File: src/rtl/kyber_noise_sampler.sv
// Multi-lane xorshift32 noise sampler: bounded-uniform (rejection) or centered
// binomial coefficients, LANES per valid/ready beat, one polynomial per start.

module kyber_noise_sampler #(
    parameter int          LANES     = 4,
    parameter int          OUT_W     = 8,
    parameter int          MIN_VALUE = -17,
    parameter int          MAX_VALUE = 17,
    parameter int          ETA       = 2,
    parameter int          N_COEFFS  = 256,
    parameter logic [31:0] SEED      = 32'hACE1_2468
) (
    input  logic                   clk,
    input  logic                   rst_n,
    input  logic                   seed_load,
    input  logic [31:0]            seed,
    input  logic                   start,
    input  logic                   mode,
    output logic                   out_valid,
    input  logic                   out_ready,
    output logic [LANES*OUT_W-1:0] out_data,
    output logic                   busy,
    output logic                   done
);
    localparam int          BEATS = N_COEFFS / LANES;
    localparam int          CNT_W = (BEATS > 1) ? $clog2(BEATS) : 1;
    localparam int          RANGE = MAX_VALUE - MIN_VALUE + 1;
    localparam int          K     = (RANGE == 1) ? 1 : $clog2(RANGE);
    localparam int          HI    = (1 << (OUT_W - 1)) - 1;
    localparam int          LO    = -(1 << (OUT_W - 1));
    localparam logic [31:0] GOLD  = 32'h9E37_79B9;

    if ((N_COEFFS % LANES) != 0 || MIN_VALUE > MAX_VALUE || MIN_VALUE < LO ||
        MAX_VALUE > HI || ETA > HI || 2 * ETA > 32) begin : g_bad_cfg
        $error("kyber_noise_sampler: invalid parameter set");
    end

    typedef enum logic {IDLE, RUN} state_t;

    state_t                        state, state_nxt;
    logic                          run, fire, last, flush, load, mode_q;
    logic [CNT_W-1:0]              beat_cnt;
    logic [31:0]                   seed_eff;
    logic [LANES-1:0]              full;
    logic [LANES-1:0][OUT_W-1:0]   hold;

    assign run      = (state == RUN);
    assign fire     = out_valid & out_ready;
    assign last     = (beat_cnt == CNT_W'(BEATS - 1));
    assign flush    = fire & last;
    assign load     = ~run & seed_load;
    assign seed_eff = (seed == 32'd0) ? SEED : seed;
    assign out_data = hold;

    always_ff @(posedge clk or negedge rst_n) begin
        if (!rst_n) state <= IDLE;
        else        state <= state_nxt;
    end

    // seed_load wins over start in the same IDLE cycle
    always_comb begin
        state_nxt = state;
        case (state)
            IDLE:    if (start && !seed_load) state_nxt = RUN;
            RUN:     if (flush) state_nxt = IDLE;
            default: state_nxt = IDLE;
        endcase
    end

    always_comb begin
        busy      = (state == RUN);
        out_valid = (state == RUN) & (&full);
    end

    always_ff @(posedge clk or negedge rst_n) begin
        if (!rst_n) begin
            mode_q   <= 1'b0;
            beat_cnt <= '0;
            done     <= 1'b0;
        end else begin
            if (state == IDLE && start && !seed_load) mode_q <= mode;
            if (flush)     beat_cnt <= '0;
            else if (fire) beat_cnt <= beat_cnt + 1'b1;
            done <= flush;
        end
    end

    for (genvar i = 0; i < LANES; i++) begin : g_lane
        localparam logic [31:0] MIX = 32'(i) * GOLD;

        logic [31:0]      x, t0, t1, r;
        logic [K-1:0]     v;
        logic             draw, accept, full_q;
        logic [OUT_W-1:0] coeff, hold_q;
        int               pa, pb;

        assign t0   = x ^ (x << 13);
        assign t1   = t0 ^ (t0 >> 17);
        assign r    = t1 ^ (t1 << 5);
        assign v    = r[K-1:0];
        assign draw = run & (~full_q | fire);

        always_comb begin
            pa = 0;
            pb = 0;
            for (int j = 0; j < ETA; j++) begin
                pa += int'(r[j]);
                pb += int'(r[ETA+j]);
            end
            if (mode_q) begin
                accept = 1'b1;
                coeff  = OUT_W'(pa - pb);
            end else begin
                accept = (32'(v) < 32'(RANGE));
                coeff  = OUT_W'(int'(32'(v)) + MIN_VALUE);
            end
        end

        // a rejected draw still advances the generator but leaves the hold alone
        always_ff @(posedge clk or negedge rst_n) begin
            if (!rst_n) begin
                x      <= SEED ^ MIX;
                hold_q <= '0;
                full_q <= 1'b0;
            end else begin
                if (load)      x <= seed_eff ^ MIX;
                else if (draw) x <= r;
                if (flush) begin
                    hold_q <= '0;
                    full_q <= 1'b0;
                end else if (draw && accept) begin
                    hold_q <= coeff;
                    full_q <= 1'b1;
                end else if (fire) begin
                    full_q <= 1'b0;
                end
            end
        end

        assign hold[i] = hold_q;
        assign full[i] = full_q;
    end

endmodule

File: config.mk
export PLATFORM = sky130hd
export DESIGN_NAME = kyber_noise_sampler
export DESIGN_NICKNAME = d
export VERILOG_FILES = /design/src/rtl/kyber_noise_sampler.sv
export SDC_FILE = /design/constraint.sdc
export NUM_CORES = 1
export LEC_CHECK = 0
export ABC_AREA = 1
export BUFFER_PORTS_ARGS = -buffer_cell sky130_fd_sc_hd__buf_2
export CAP_MARGIN = 15
export CORE_ASPECT_RATIO = 2
export CORE_UTILIZATION = 28
export CTS_BUF_LIST = sky130_fd_sc_hd__clkbuf_4 sky130_fd_sc_hd__clkbuf_8
export CTS_CLUSTER_DIAMETER = 120
export DETAILED_ROUTE_END_ITERATION = 6
export PLACE_DENSITY = 0.47
export SETUP_SLACK_MARGIN = 0.05
export SLEW_MARGIN = 40
export SYNTH_ARGS = -nofsm -noshare
export SYNTH_HDL_FRONTEND = slang
export SYNTH_SLANG_ARGS = --single-unit
File: constraint.sdc
create_clock -name clk -period 3.25 [get_ports clk]
set_input_delay 0.325 -clock clk [delete_from_list [all_inputs] [get_ports clk]]
set_output_delay 0.325 -clock clk [all_outputs]
set_load 0.005 [all_outputs]
# Word-level counts from Yosys, hierarchy flattened
# Index checks and enable logic that the tools add are counted.
[word_totals]
ff_bits = 173
out_inout_bits = 35
elab_cells = 132
[classes]
addsub = 17
magnitude_cmp = 4
n_eq_ne = 1
n_mux = 39
bitwise = 32
n_reduce_logical = 23
[op_table]
columns = ["operator", "n"]
rows = [
  ["$mux 32", 9],
  ["$xor 32x32->32", 8],
  ["$xor 32x15->32", 4],
  ["$mux 8", 12],
  ["$add 7x6->8 const B", 4],
  ["$logic_not 32->1", 1],
  ["$lt 6x6->1 const B", 4],
  ["$not 20->20", 1],
  ["$not 19->19", 1],
  ["$not 18->18", 1],
  ["$reduce_bool 2->1", 9],
  ["$add 1x1->2", 8],
  ["$mux 1", 15],
  ["$mux 6", 2],
  ["$reduce_bool 3->1", 4],
  ["$sub 2x2->3", 4],
  ["$and 1x1->1", 8],
  ["$logic_and 1x1->1", 7],
  ["$add 6x1->6 const B", 1],
  ["$eq 6x6->1 const B", 1],
  ["$not 1->1", 5],
  ["$or 1x1->1", 4],
  ["$reduce_and 4->1", 1],
  ["$pmux 1 s2", 1],
  ["$logic_not 1->1", 1],
]

# Depth between registers and ports, before layout
[logic_depth]
depth_word = 8
ltp_mapped = 15
ltp_nobuf = 15

# Worst setup path before layout
# Ideal clock, no wire load.
[synth_path]
kind = "reg2reg"
startpoint = "register g_lane[0].x[6]"
endpoint = "register g_lane[0].hold_q[5]"
setup_time_ns = 0.128
t_arrival_ns = 2.122
required_ns = 3.122
path_slack_ns = 1.001
stages_incl_launch_ff = 15
path_buffers = 0
path_cell_list = "dfstp_2 inv_1 nand2_1 nand2_1 nand2_1 nand2_1 xnor2_1 inv_1 ha_1 ha_1 inv_1 ha_1 or2_2 nand4_1 o21ai_0"
[synth_between]
elab_chain_cells = 8
word_cells_on_any_way = 13
[synth_lines]
columns = ["element", "line", "source"]
rows = [
  ["start: declaration", "91", "logic [31:0] x, t0, t1, r;"],
  ["start signal: assignment", "122", "x <= SEED ^ MIX;"],
  ["start signal: assignment", "126", "if (load) x <= seed_eff ^ MIX;"],
  ["start signal: assignment", "127", "else if (draw) x <= r;"],
  ["$xor 32x32->32 (*)", "97", "assign t0 = x ^ (x << 13);"],
  ["$xor 32x15->32 (*)", "98", "assign t1 = t0 ^ (t0 >> 17);"],
  ["$xor 32x32->32 (*)", "99", "assign r = t1 ^ (t1 << 5);"],
  ["parallel branches: the longest is 5 deep, another holds $add 7x6->8", "-", ""],
  ["end signal: assignment", "132", "hold_q <= coeff;"],
  ["end: declaration", "94", "logic [OUT_W-1:0] coeff, hold_q;"],
]
# Mark *: on every way between the ends. The select of a mux whose other input is x is not followed.
# A chain may end at the register's enable or synchronous reset.

# Final worst setup path
[layout_path]
startpoint = "register g_lane[0].x[6]"
endpoint = "register g_lane[0].hold_q[7]"
# Same word-level chain as after synthesis.

==> results.md <==
* Crit. End Element: flop
* Starting DRT DRC Count at 533
* Num CTS Buffers at 17
* CP Class: flop to flop
* WL/cell at 18.46 µm
* Final Skew at 0.02249 ns
* Crit-path cells: inv_1 > nand2_1 > nand2_1 > nand2_1 > nand2_1 > xnor2_1 > inv_1 > ha_1 > ha_1 > inv_1 > ha_1 > or2_2 > nand4_1 > o21ai_0
* CORE AREA at 0.03892 mm²
* Initial antenna violation count at 1
* Global-route wire length before repair at 60850 µm
* Starting Density at 0.2851
* Via count at 10120
* Worst Hold Path EP: mode_q
* Register area share after synthesis at 0.3970
* Max Slew Vio Count at 0
* Commonest cells in the synthesized netlist: 406 x nand2_1, 162 x nor2_1, 140 x inv_1, 139 x o21ai_0, 122 x nand3_1
* Synth cell types at 37
* Yosys warning count at 0
* Crit path buf inv count at 3
* CTS tree: done
* Synth-to-Final Area Change at 12.76%
* Die ar. at 0.04048 mm²
* Post-synth EDFFs at 0
* Outcome: finished clean
* Mapped Area at 0.01110 mm²
* Worst setup SP type: flop
* #FFs+latches synth at 173
* Met2 Wirelength at 20930 µm
* Layout fillers at 4252
* Reg-to-Reg End: g_lane[0].hold_q[7]
* Worst-Margin Slew at 0.7989 ns
* Max incr delay on CP at 0.58 ns
* Setup TNS at 0 ns
* Die Width at 142.8 µm
* Average vias per placed instance at 4.750
* Startpoint of the worst hold path: mode
* Metal-1 WL at 15510 µm
* Detailed Routing Iterations Pass 1 at 7
* Top layer in use: met4
* Hold path depth at 3
* Share of flip-flops with an asynchronous set or reset at 1.000
* Metal3 WL at 1114 µm
* Worst r2r src: g_lane[0].x[6]
* GR Overflow Total at 0
* Cell count after synthesis at 1527
* Share of cells above drive strength 1 at 0.1342
* Final hold violations at 0
* Ports at 73
* Worst R2R Setup Slack at 0.68 ns
* CTS clock-pin slew for the worst setup and hold paths at 0.10 ns
* Synth Area per Inst at 7.266 µm²
* Post-Syn Nets at 1582
* Worst Path Max Fanout at 6
* MaxCap Viol Count at 0
* Clock period minus worst slack at 2.570 ns
* Clock sinks at 173
* Worst-case reg-to-reg path depth at 14
* Most frequent CP cell: nand2_1
* Die Height at 283.5 µm
* Ys flop type: dfrtp_1
* Register area at 0.004405 mm²
* Relative slew slack at 0.4638
* Nets at 1652
* Final Wtd Congestion at 0.8402
* Root buf cell: clkbuf_8
* Final Routed Wirelength at 39350 µm
* Multi-input gate area at 0.005902 mm²
* Top post-synthesis cells by area: dfrtp_1 25%, dfstp_2 14%, nand2_1 14%, o21ai_0 6.3%, xor2_1 5.5%
* Largest net degree at the start of global routing at 75
* Max clock buf depth at 2
* RSZ-0062 raised after global routing: false
* Fmax at 389.1 MHz
* HP Class: input pin to flop
* Most frequent cell after synthesis: nand2_1
* Setup-failing EPs final at 0
* Num rows at 102
* GRT Resource Usage Total at 0.2045
* Vias in the first global route at 10270
* Crit-path leading delay family: simple AND/OR/NAND/NOR gates
* Share of the synthesized area in the top cell type at 0.2526
* CTS H-tree depth at 4
* Port buffer count at 72
* Drt drc at 0
* CP max stage cell: dfstp_2
* Worst-skew pair later-pin latency at 0.51 ns
* Arr. time, crit path at 2.94 ns
* Remaining antenna violation count at 0
* Final worst path period share at 0.7907
* Largest area contributor in the netlist: dfrtp_1
* Half-perimeter wire length after placement at 30080 µm
* WP data required at 3.62 ns
timing repair:
item / 4_1_cts / 5_1_grt
hold buffers: 1 / 0
resized for setup: 0 / 0
hold endpoints to repair: 41 / 0
buffers inserted: 0 / 0
placed cells by master (no fill, tap or decap), drive strengths merged:
cell	count
o21ai	141
o31ai	1
o211ai	10
xor2	70
nand2	408
buf	97
or2	8
nand3b	1
a22oi	7
o311ai	1
dfrtp	112
clkinv	5
nor3	7
nand4	9
dfstp	61
clkinvlp	6
clkbuf	19
nor2	167
dlygate4sd3	1
a31oi	37
bufinv	2
a21oi	83
nand3	122
diode	1
nor3b	1
inv	148
and3	1
ha	17
xnor2	65
o221ai	3
routing by layer:
layer | track usage | vias up
met5 | 0 | -
met4 | 0.1040 | 0
met3 | 0.02312 | 51
met2 | 0.3760 | 193
met1 | 0.2271 | 4790
li1 | - | 5088
final cells by class:
class / instances / share of cell area
flip-flops and latches: 173 / 0.3521
clock buffers: 19 / 0.01990
diodes: 1 / 0.0002000
multi-input cells: 1159 / 0.4717
inverters: 148 / 0.04450
clock inverters: 13 / 0.01150
well taps: 520 / 0.05200
repair buffers: 98 / 0.04810
registers in the layout, summed over array words and instances (netlist names):
name,flops
mode_q,1
g_lane.x,128
done,1
g_lane.hold_q,32
beat_cnt,6
busy,1
g_lane.full_q,4
metrics by stage:
stage                     instance area, µm²  instances    util  hold slack, ns  worst slack (ns)
after global routing                   12510       2131  0.3214          0.1044            0.4924
after floorplan                        11100       1527       -         0.02941             1.001
after detailed placement               12110       2097  0.3110          0.3514            0.7042
after global placement                 12110       2097  0.3110          0.3459            0.7513
final                                  12510       2131  0.3214         0.08942            0.6802
after CTS                              12510       2130  0.3214         0.06483            0.6913
cells by family after synthesis:
family / share of synthesized area
AOI/OAI and AO/OA: 0.1389
xor gates and xnor gates: 0.1066
buffers and inverters: 0.07149
DFF: 0.3970
adders and majority gates: 0.01917
and+or+nand+nor: 0.2668
worst min-delay path, cell delays in order:
cell and delay, ns:
buf_2 0.08, nor2_1 0.04, a21oi_1 0.11
worst max path at each step:
stage	cells past startpoint	slack (ns)	endpoint	startpoint
2_1_floorplan	14	1.00	g_lane[0].hold_q[5]	g_lane[0].x[6]
3_3_place_gp	8	0.75	g_lane[0].x[5]	seed_load
3_5_place_dp	14	0.70	g_lane[0].hold_q[7]	g_lane[0].x[6]
4_1_cts	14	0.69	g_lane[0].hold_q[7]	g_lane[0].x[6]
5_1_grt	14	0.49	g_lane[0].hold_q[7]	g_lane[0].x[6]
6_report	14	0.68	g_lane[0].hold_q[7]	g_lane[0].x[6]
Power is left out: the tool's default activity adds up to more than one toggle a clock period on the data nets, which glitch-free logic cannot reach.
